`src/rtl/fma_issue_queue_if.sv`:
```
// Operand/result bundle between the FMA issue queue, its producer, the core and the consumer.
// slave: queue side; master: producer/consumer/core side.
interface fma_issue_queue_if #(
    parameter int WIDTH = 32,
    parameter int CNT_W = 3
);
    logic             in_valid;
    logic             in_ready;
    logic [WIDTH-1:0] in_a;
    logic [WIDTH-1:0] in_b;
    logic [WIDTH-1:0] in_c;
    logic [WIDTH-1:0] fma_a;
    logic [WIDTH-1:0] fma_b;
    logic [WIDTH-1:0] fma_c;
    logic [WIDTH-1:0] fma_d;
    logic             out_valid;
    logic             out_ready;
    logic [WIDTH-1:0] out_d;
    logic             out_nan;
    logic             out_inf;
    logic [CNT_W-1:0] count;

    modport slave (
        input  in_valid, in_a, in_b, in_c,
        input  fma_d, out_ready,
        output in_ready, fma_a, fma_b, fma_c,
        output out_valid, out_d, out_nan, out_inf, count
    );

    modport master (
        output in_valid, in_a, in_b, in_c,
        output fma_d, out_ready,
        input  in_ready, fma_a, fma_b, fma_c,
        input  out_valid, out_d, out_nan, out_inf, count
    );
endinterface

```
`src/rtl/fma_issue_queue.sv`:
```
// FIFO of operand triples feeding a combinational FP32 FMA core, with a registered result stage.
// Optional: define FMA_FLUSH_DENORM_EN to flush subnormal results to signed zero.
module fma_issue_queue #(
    parameter int DEPTH = 4,
    parameter int WIDTH = 32,
    parameter int CNT_W = $clog2(DEPTH) + 1
) (
    input  logic clk,
    input  logic rst,
    fma_issue_queue_if.slave io
);
    localparam int PTR_W = $clog2(DEPTH);
    localparam logic [CNT_W-1:0] FULL = CNT_W'(DEPTH);

    logic [WIDTH-1:0] memA [DEPTH];
    logic [WIDTH-1:0] memB [DEPTH];
    logic [WIDTH-1:0] memC [DEPTH];

    logic [PTR_W-1:0] wrPtr;
    logic [PTR_W-1:0] rdPtr;
    logic [CNT_W-1:0] cnt;

    logic             outValid;
    logic [WIDTH-1:0] outD;
    logic             outNan;
    logic             outInf;

    logic             empty;
    logic             inReady;
    logic             push;
    logic             pop;

    logic [7:0]       dExp;
    logic [22:0]      dMan;
    logic             dNan;
    logic             dInf;
    logic [WIDTH-1:0] capD;

    assign empty   = (cnt == '0);
    assign inReady = (cnt != FULL);
    assign push    = io.in_valid && inReady;
    assign pop     = !empty && (!outValid || io.out_ready);

    // Storage needs no reset; entries are only read once counted.
    always_ff @(posedge clk) begin
        if (push) begin
            memA[wrPtr] <= io.in_a;
            memB[wrPtr] <= io.in_b;
            memC[wrPtr] <= io.in_c;
        end
    end

    always_comb begin
        io.fma_a = '0;
        io.fma_b = '0;
        io.fma_c = '0;
        if (!empty) begin
            io.fma_a = memA[rdPtr];
            io.fma_b = memB[rdPtr];
            io.fma_c = memC[rdPtr];
        end
    end

    assign dExp = io.fma_d[30:23];
    assign dMan = io.fma_d[22:0];
    assign dNan = (dExp == 8'hFF) && (dMan != '0);
    assign dInf = (dExp == 8'hFF) && (dMan == '0);

`ifdef FMA_FLUSH_DENORM_EN
    always_comb begin
        capD = io.fma_d;
        if (dExp == 8'h00 && dMan != '0)
            capD = {io.fma_d[WIDTH-1], {(WIDTH-1){1'b0}}};
    end
`else
    assign capD = io.fma_d;
`endif

    always_ff @(posedge clk) begin
        if (rst) begin
            wrPtr    <= '0;
            rdPtr    <= '0;
            cnt      <= '0;
            outValid <= 1'b0;
            outD     <= '0;
            outNan   <= 1'b0;
            outInf   <= 1'b0;
        end else begin
            if (push)
                wrPtr <= wrPtr + 1'b1;
            if (pop)
                rdPtr <= rdPtr + 1'b1;

            unique case ({push, pop})
                2'b10:   cnt <= cnt + 1'b1;
                2'b01:   cnt <= cnt - 1'b1;
                default: cnt <= cnt;
            endcase

            if (pop) begin
                outValid <= 1'b1;
                outD     <= capD;
                outNan   <= dNan;
                outInf   <= dInf;
            end else if (outValid && io.out_ready) begin
                outValid <= 1'b0;
            end
        end
    end

    assign io.in_ready  = inReady;
    assign io.count     = cnt;
    assign io.out_valid = outValid;
    assign io.out_d     = outD;
    assign io.out_nan   = outNan;
    assign io.out_inf   = outInf;
endmodule

```
`src/flat_wrapper.sv`:
```
// flat-port wrapper written by rule: the top's interface ports become plain ports
module fma_issue_queue_flat 
#(
    parameter int DEPTH = 4,
    parameter int WIDTH = 32,
    parameter int CNT_W = $clog2(DEPTH) + 1
)
  (clk, rst, io_in_valid, io_in_a, io_in_b, io_in_c, io_fma_d, io_out_ready, io_in_ready, io_fma_a, io_fma_b, io_fma_c, io_out_valid, io_out_d, io_out_nan, io_out_inf, io_count);
  fma_issue_queue_if #(.WIDTH(WIDTH), .CNT_W(CNT_W)) io_i ();
  input  logic clk;
  input  logic rst;
  input wire logic [$bits(io_i.in_valid)-1:0] io_in_valid;
  input wire logic [$bits(io_i.in_a)-1:0] io_in_a;
  input wire logic [$bits(io_i.in_b)-1:0] io_in_b;
  input wire logic [$bits(io_i.in_c)-1:0] io_in_c;
  input wire logic [$bits(io_i.fma_d)-1:0] io_fma_d;
  input wire logic [$bits(io_i.out_ready)-1:0] io_out_ready;
  output wire logic [$bits(io_i.in_ready)-1:0] io_in_ready;
  output wire logic [$bits(io_i.fma_a)-1:0] io_fma_a;
  output wire logic [$bits(io_i.fma_b)-1:0] io_fma_b;
  output wire logic [$bits(io_i.fma_c)-1:0] io_fma_c;
  output wire logic [$bits(io_i.out_valid)-1:0] io_out_valid;
  output wire logic [$bits(io_i.out_d)-1:0] io_out_d;
  output wire logic [$bits(io_i.out_nan)-1:0] io_out_nan;
  output wire logic [$bits(io_i.out_inf)-1:0] io_out_inf;
  output wire logic [$bits(io_i.count)-1:0] io_count;
  assign io_i.in_valid = io_in_valid;
  assign io_i.in_a = io_in_a;
  assign io_i.in_b = io_in_b;
  assign io_i.in_c = io_in_c;
  assign io_i.fma_d = io_fma_d;
  assign io_i.out_ready = io_out_ready;
  assign io_in_ready = io_i.in_ready;
  assign io_fma_a = io_i.fma_a;
  assign io_fma_b = io_i.fma_b;
  assign io_fma_c = io_i.fma_c;
  assign io_out_valid = io_i.out_valid;
  assign io_out_d = io_i.out_d;
  assign io_out_nan = io_i.out_nan;
  assign io_out_inf = io_i.out_inf;
  assign io_count = io_i.count;
  fma_issue_queue #(.DEPTH(DEPTH), .WIDTH(WIDTH), .CNT_W(CNT_W)) u_core (.clk(clk), .rst(rst), .io(io_i));
endmodule
```
`config.mk`:
```
export PLATFORM = sky130hd
export DESIGN_NAME = fma_issue_queue_flat
export DESIGN_NICKNAME = d
export VERILOG_FILES = /design/src/rtl/fma_issue_queue_if.sv /design/src/rtl/fma_issue_queue.sv /design/src/flat_wrapper.sv
export SDC_FILE = /design/constraint.sdc
export NUM_CORES = 1
export LEC_CHECK = 0
export ABC_AREA = 1
export ABC_CLOCK_PERIOD_IN_PS = 6620
export CAP_MARGIN = 25
export CORE_MARGIN = 3
export CORE_UTILIZATION = 48
export DETAILED_ROUTE_END_ITERATION = 10
export PLACE_DENSITY = 0.76
export RECOVER_POWER = 25
export SLEW_MARGIN = 20
export SYNTH_ARGS = -nofsm -noshare
export SYNTH_HDL_FRONTEND = slang
export SYNTH_SLANG_ARGS = --single-unit
```
`constraint.sdc`:
```
create_clock -name clk -period 6.62 [get_ports clk]
set_input_delay 1.655 -clock clk [delete_from_list [all_inputs] [get_ports clk]]
set_output_delay 1.655 -clock clk [all_outputs]
set_load 0.05 [all_outputs]
```
==> results of run 1 <==
-- metal layers --
layer	vias up	track usage	wire length, microns
met5	-	0	36
met4	6	0.0598	784
met3	67	0.0485	3070
met2	405	0.342	18800
met1	5274	0.273	15900
li1	5293	-	-
-- power by group through the flow --
stage	Sequential (mW)	Clock [mW]	Combinational, mW
after global placement	3.49	0	4.74
after floorplan	3.85	0	2.92
after CTS	3.45	2.43	4.81
after global routing	3.48	2.54	5.11
after detailed placement	3.50	0	4.80
final	3.45	2.39	4.77
-- cell usage in the layout, fill, tap and decap left out, types with 3 or more instances in the layout --
master | synthesis | final
clkdlybuf4s50_1 | 0 | 205
edfxtp_1 | 384 | 384
clkinvlp_4 | 0 | 4
dlygate4sd3_1 | 0 | 61
diode_2 | 0 | 7
clkinv_1 | 0 | 10
nand3_1 | 3 | 3
inv_1 | 15 | 15
nor2_1 | 470 | 466
nand2_1 | 19 | 19
nor2_4 | 0 | 4
clkinv_2 | 0 | 8
o21ai_0 | 210 | 210
buf_12 | 0 | 4
a21oi_1 | 106 | 106
buf_4 | 17 | 14
bufinv_16 | 0 | 5
ha_1 | 5 | 5
clkbuf_1 | 31 | 9
clkbuf_16 | 0 | 44
o21ai_1 | 19 | 19
dfxtp_1 | 44 | 42
-- final timing paths --
kind / end / slack [ns] / depth (start not counted)
min reg2reg: u_core.io.out_d[25]$_SDFFE_PP0P_ / 0.46 / 2
max reg2reg: u_core.io.count[2]$_SDFFE_PP0P_ / 3.69 / 11
max: io_fma_c[11] / 1.55 / 6
min: u_core.io.out_d[25]$_SDFFE_PP0P_ / 0.46 / 2
-- critical path, cell delays in order, from the launching register on --
cell             delay (ns)
dfxtp_4                0.53
clkinv_2               0.53
buf_4                  0.48
nor2_1                 0.17
o21ai_0                0.09
a21oi_1                0.20
clkdlybuf4s50_1        0.84
-- through the flow --
stage | hold slack (ns) | utilization | std cells | worst slack (ns)
floorplan | 0.490 | - | 1369 | 0.202
global placement | 0.450 | 0.580 | 2018 | 2.06
detailed placement | 0.451 | 0.581 | 2020 | 2.03
CTS | 0.460 | 0.623 | 2100 | 1.47
global route | 0.486 | 0.623 | 2105 | 1.34
finish | 0.460 | 0.624 | 2107 | 1.55
-- cells by family after synthesis --
family,share of synthesized area
AO/OA/AOI/OAI,0.101
adder cells (fa/ha/maj),0.00498
buffers and inverters,0.0307
AND/OR/NAND/NOR,0.113
flip-flops,0.749
XOR/XNOR,0.000529
-- state kept, by name, indices dropped and copies added, names as in the netlist, named ones only --
signal	count
u_core.memA	128
u_core.memB	128
u_core.memC	128
u_core.io.out_d	32
u_core.io.count	3
u_core.rdPtr	2
u_core.wrPtr	2
u_core.io.out_inf	1
u_core.io.out_nan	1
u_core.io.out_valid	1
-- final cells by class --
cell class              count  area (sq um)
fillers                  2537         12700
flip-flops and latches    428         12400
multi-input cells         838          3680
repair buffers            286          2900
clock buffers              53          1130
well taps                 448           561
clock inverters            27           273
inverters                  20          80.1
diodes                      7          17.5
==> impl_metrics.toml, run 1 <==
[run_status]
outcome = "complete, no violations"

[place]
placed_cell_area_sq_um = 19600
place_hpwl_microns = 22100
gp_congestion = 0.763
io_buffers = 266

[pwr]
p_comb_frac = 0.450
power_density_nw_per_um2 = 503
power.total_mw = 10.6
clockPowerShare = 0.225
power_switching_mw = 4.49
power_frac_seq = 0.325
ir_drop_uv = 425
p_sw_frac = 0.423
p_int_mw = 6.11
power_leakage_nw = 7.18

[synth]
synth.most_common_cell = "nor2_1"
async_flop_share = 0
syn_nets = 1507
synth.top_cell.area_share = 0.696
postSynthCellCount = 1369
synth-main-ff-cell = "edfxtp_1"
syn_area_per_cell_sq_um = 12.1
netlist-cell-type-count = 22
synth.largest_area_cell = "edfxtp_1"
synth_edf_count = 384
ys_seq_elements = 428
netlist_area_sq_um = 16600
synth_warnings = 0
synth_top_cells_by_count = "nor2_1 (470), edfxtp_1 (384), o21ai_0 (210), a21oi_1 (106), dfxtp_1 (44)"
synth-seq-area-share = 0.749
synth_area_leaders = "edfxtp_1 (70%), nor2_1 (11%), o21ai_0 (6.3%)"

[die]
fp.dieH_microns = 192
die_area_sq_um = 36800
io_pins = 267
die_w_microns = 192
initial_core_util = 0.490
core_area_sq_um = 33800
row_count = 67

[clock_network]
ctsHoldBuffers = 0
cts_max_path_buffers = 3
cts_tree = "built"
postCtsSetupBuffers = 0
clock_latency_ns = 0.53
post_cts_resized = 0
cts_root_buf = "clkbuf_16"
path_clk_slew_ns = 0.06
cts_sinks = 428
htreeDepth = 2
cts_buffers = 43

[global_routing]
grt_max_degree = 193
track_usage = 0.206
grt_antenna_before_repair = 10
grt-ovfl-total = 0
first_global_vias = 10900
grt_first_pass_wirelength_microns = 59400

[timing]
fin_crit_ns = 5.07
max_freq_ghz = 0.197
maxSlewHeadroom = 0.304
period_share = 0.766
hold_violations = 0
worst_slew_pin_slew_ns = 1.04
fin_setup_tns_ns = 0
setup_viol = 0
drv_slew = 0
finClkSkew_ns = 0.0144
rsz0062_at_grt = "false"

[route]
drc = 0
via_per_inst = 5.24
wl_microns = 38600
drt_iter0_markers = 867
ant_nets = 0
vias = 11000
wl_per_cell_microns = 18.3
drt_first_pass_iters = 5

[worst_setup_path]
cp.arrival_ns = 3.42
cp.required_ns = 4.97
cp-end-kind = "output port"
start_kind = "flop"
r2r_start = "u_core.io.count[1]$_SDFFE_PP0P_"
path_max_fanout = 39
worstSetupPathType = "reg2out"

[min_path]
min_from = "u_core.io.out_d[25]$_SDFFE_PP0P_"
worst_hold_path_type = "reg2reg"

[flow_run]
cap_violations = 0

[final_layout]
drive_gt1_frac = 0.0569
design_area_sq_um = 21100
areaGrowthSynthToFinish_pct = 27.1
final_nets = 1755
Note: power is estimated with default switching activity, not from simulation.
==> run 2, diff against run 1 <==
ABC_CLOCK_PERIOD_IN_PS = 4500   (was 6620)
clock period = 4.5 ns   (was 6.62 ns; I/O delays follow)
==> run 2 against run 1 <==
Net effect:
- clock power increased by 46%
- critical endpoint is now io_fma_a[10]
- sequential power increased by 49%
- worst setup slack got worse by 1.0 ns
- sequential cell count unchanged
- sequential share of layout area decreased by 0.99 points
- register-to-register slack got worse by 1.5 ns
- die area unchanged
- via count increased by 0.15%
- worst hold slack improved by 0.0057 ns
- first-iteration DRC count decreased by 3.8%
- clock-buffer cell count increased by 7
- critical path depth unchanged
==> impl_metrics.toml, run 2 (same netlist as run 1, synthesis figures left out) <==
[worst_setup_path]
path_max_fanout = 144
crit_end = "io_fma_a[10]"
worstSetupPathType = "reg2out"
r2r_setup_slack_ns = 2.16
cp.arrival_ns = 2.83
cp-end-kind = "output port"
cpPeakStageDelay_ns = 0.72
worst-r2r-cell-count = 10
cp.required_ns = 3.38
cpMostUsedCell = "nor2_1"
r2r_start = "u_core.io.count[1]$_SDFFE_PP0P_"
start_kind = "flop"
crit_slowest_cell = "dfxtp_4"
worst_r2r_endpoint = "u_core.io.count[2]$_SDFFE_PP0P_"
crit_chain = "buf_12, nor2_1, nor2_1, o21ai_0, a21oi_1, buf_4"

[clock_network]
path_clk_slew_ns = 0.06
ctsHoldBuffers = 0
cts_sinks = 428
cts_tree = "built"
cts_max_path_buffers = 3
postCtsSetupBuffers = 0
cts_buffers = 43
post_cts_resized = 0
cts_root_buf = "clkbuf_16"
clock_latency_ns = 0.54
htreeDepth = 2

[pwr]
ir_drop_uv = 635
power_density_nw_per_um2 = 753
power.total_mw = 16.1
power_leakage_nw = 7.52

[final_layout]
drive_gt1_frac = 0.117
final_nets = 1760
final_common_cell = "nor2_1"
areaGrowthSynthToFinish_pct = 29.3
largest_registers = "u_core.memA (128), u_core.memB (128), u_core.memC (128)"
layout_common_cells = "nor2_1 (466), edfxtp_1 (384), o21ai_0 (210), clkdlybuf4s50_1 (107), a21oi_1 (106)"
design_area_sq_um = 21400

[global_routing]
grt_antenna_before_repair = 13
first_global_vias = 11300
grt-ovfl-total = 0
grt_first_pass_wirelength_microns = 60000
track_usage = 0.208
grt_max_degree = 145

[timing]
finClkSkew_ns = 0.0210
max_freq_ghz = 0.253
setup_ws_ns = 0.544
drv_slew = 0
period_share = 0.879
hold_violations = 0
worst_slew_pin_slew_ns = 0.802
rsz0062_at_grt = "false"
setup_viol = 0
maxSlewHeadroom = 0.465
fin_crit_ns = 3.96

[route]
via_per_inst = 5.25
vias = 11100
drt_first_pass_iters = 5
drc = 0
wl_microns = 38700
wl_per_cell_microns = 18.3
ant_nets = 0
drt_iter0_markers = 834

[die]
initial_core_util = 0.490
die_w_microns = 192
die_area_sq_um = 36800
core_area_sq_um = 33800
row_count = 67
io_pins = 267
fp.dieH_microns = 192

[place]
io_buffers = 266
place_ws_ns = 1.14
place_hpwl_microns = 23100
placed_cell_area_sq_um = 20000
gp_congestion = 0.742

[run_status]
outcome = "complete, no violations"

[flow_run]
cap_violations = 0

[min_path]
worst_hold_path_type = "reg2reg"
min_from = "u_core.io.out_inf$_SDFFE_PP0P_"
==> run 2: cell types whose count changed in the layout (fill, tap and decap cells not counted), moves of 2 or more <==
cell | previous run | this run
clkinv_2 | 8 | 10
clkinv_1 | 10 | 5
buf_4 | 14 | 68
clkinvlp_4 | 4 | 0
dlygate4sd3_1 | 61 | 63
clkdlybuf4s50_1 | 205 | 107
clkbuf_1 | 9 | 14
buf_12 | 4 | 52
==> run 2: worst max-delay path: cells and delay by family (launching register included) <==
family | cells | cell delay [ns]
DFF | 1 | 0.72
and+or+nand+nor | 2 | 0.21
buffers and inverters | 2 | 0.79
AOI/OAI and AO/OA | 2 | 0.41
==> run 2: layout make-up <==
class | instances | area [sq um]
multi-input combinational | 838 | 3680
sequential | 428 | 12400
timing repair buffer | 291 | 3280
antenna | 6 | 15.0
clock inverter | 18 | 199
tap | 448 | 561
inverter | 20 | 80.1
fill | 2523 | 12400
clock buffer | 60 | 1190
==> run 2: worst min-delay path by stage <==
stage	slack, ns	cells past startpoint	to
after floorplan	0.49	2	u_core.wrPtr[1]$_SDFFE_PP0P_
after global placement	0.45	2	u_core.io.out_d[25]$_SDFFE_PP0P_
after detailed placement	0.46	2	u_core.io.out_inf$_SDFFE_PP0P_
after CTS	0.47	2	u_core.io.out_inf$_SDFFE_PP0P_
after global routing	0.50	2	u_core.io.out_inf$_SDFFE_PP0P_
final	0.47	2	u_core.io.out_inf$_SDFFE_PP0P_
==> run 2: routing by layer <==
layer  GRT usage  share of wire  vias up
met5           0         0.0023        -
met4      0.0598          0.022       16
met3      0.0553          0.078       78
met2       0.348           0.49      366
met1       0.267           0.41     5284
li1            -              -     5318
==> run 2: report_power, final <==
group | switching (mW) | internal, mW
clock network | 1.41 | 2.08
logic | 5.08 | 2.43
registers | 0.246 | 4.89
total | 6.74 | 9.40
==> run 2: per-stage QoR <==
step / util / hold WS [ns] / instances / setup TNS, ns
floorplan: - / 0.490 / 1369 / -40.23
global placement: 0.592 / 0.453 / 2024 / 0
detailed placement: 0.592 / 0.458 / 2024 / 0
CTS: 0.633 / 0.468 / 2102 / 0
global route: 0.634 / 0.499 / 2105 / 0
finish: 0.634 / 0.465 / 2109 / 0
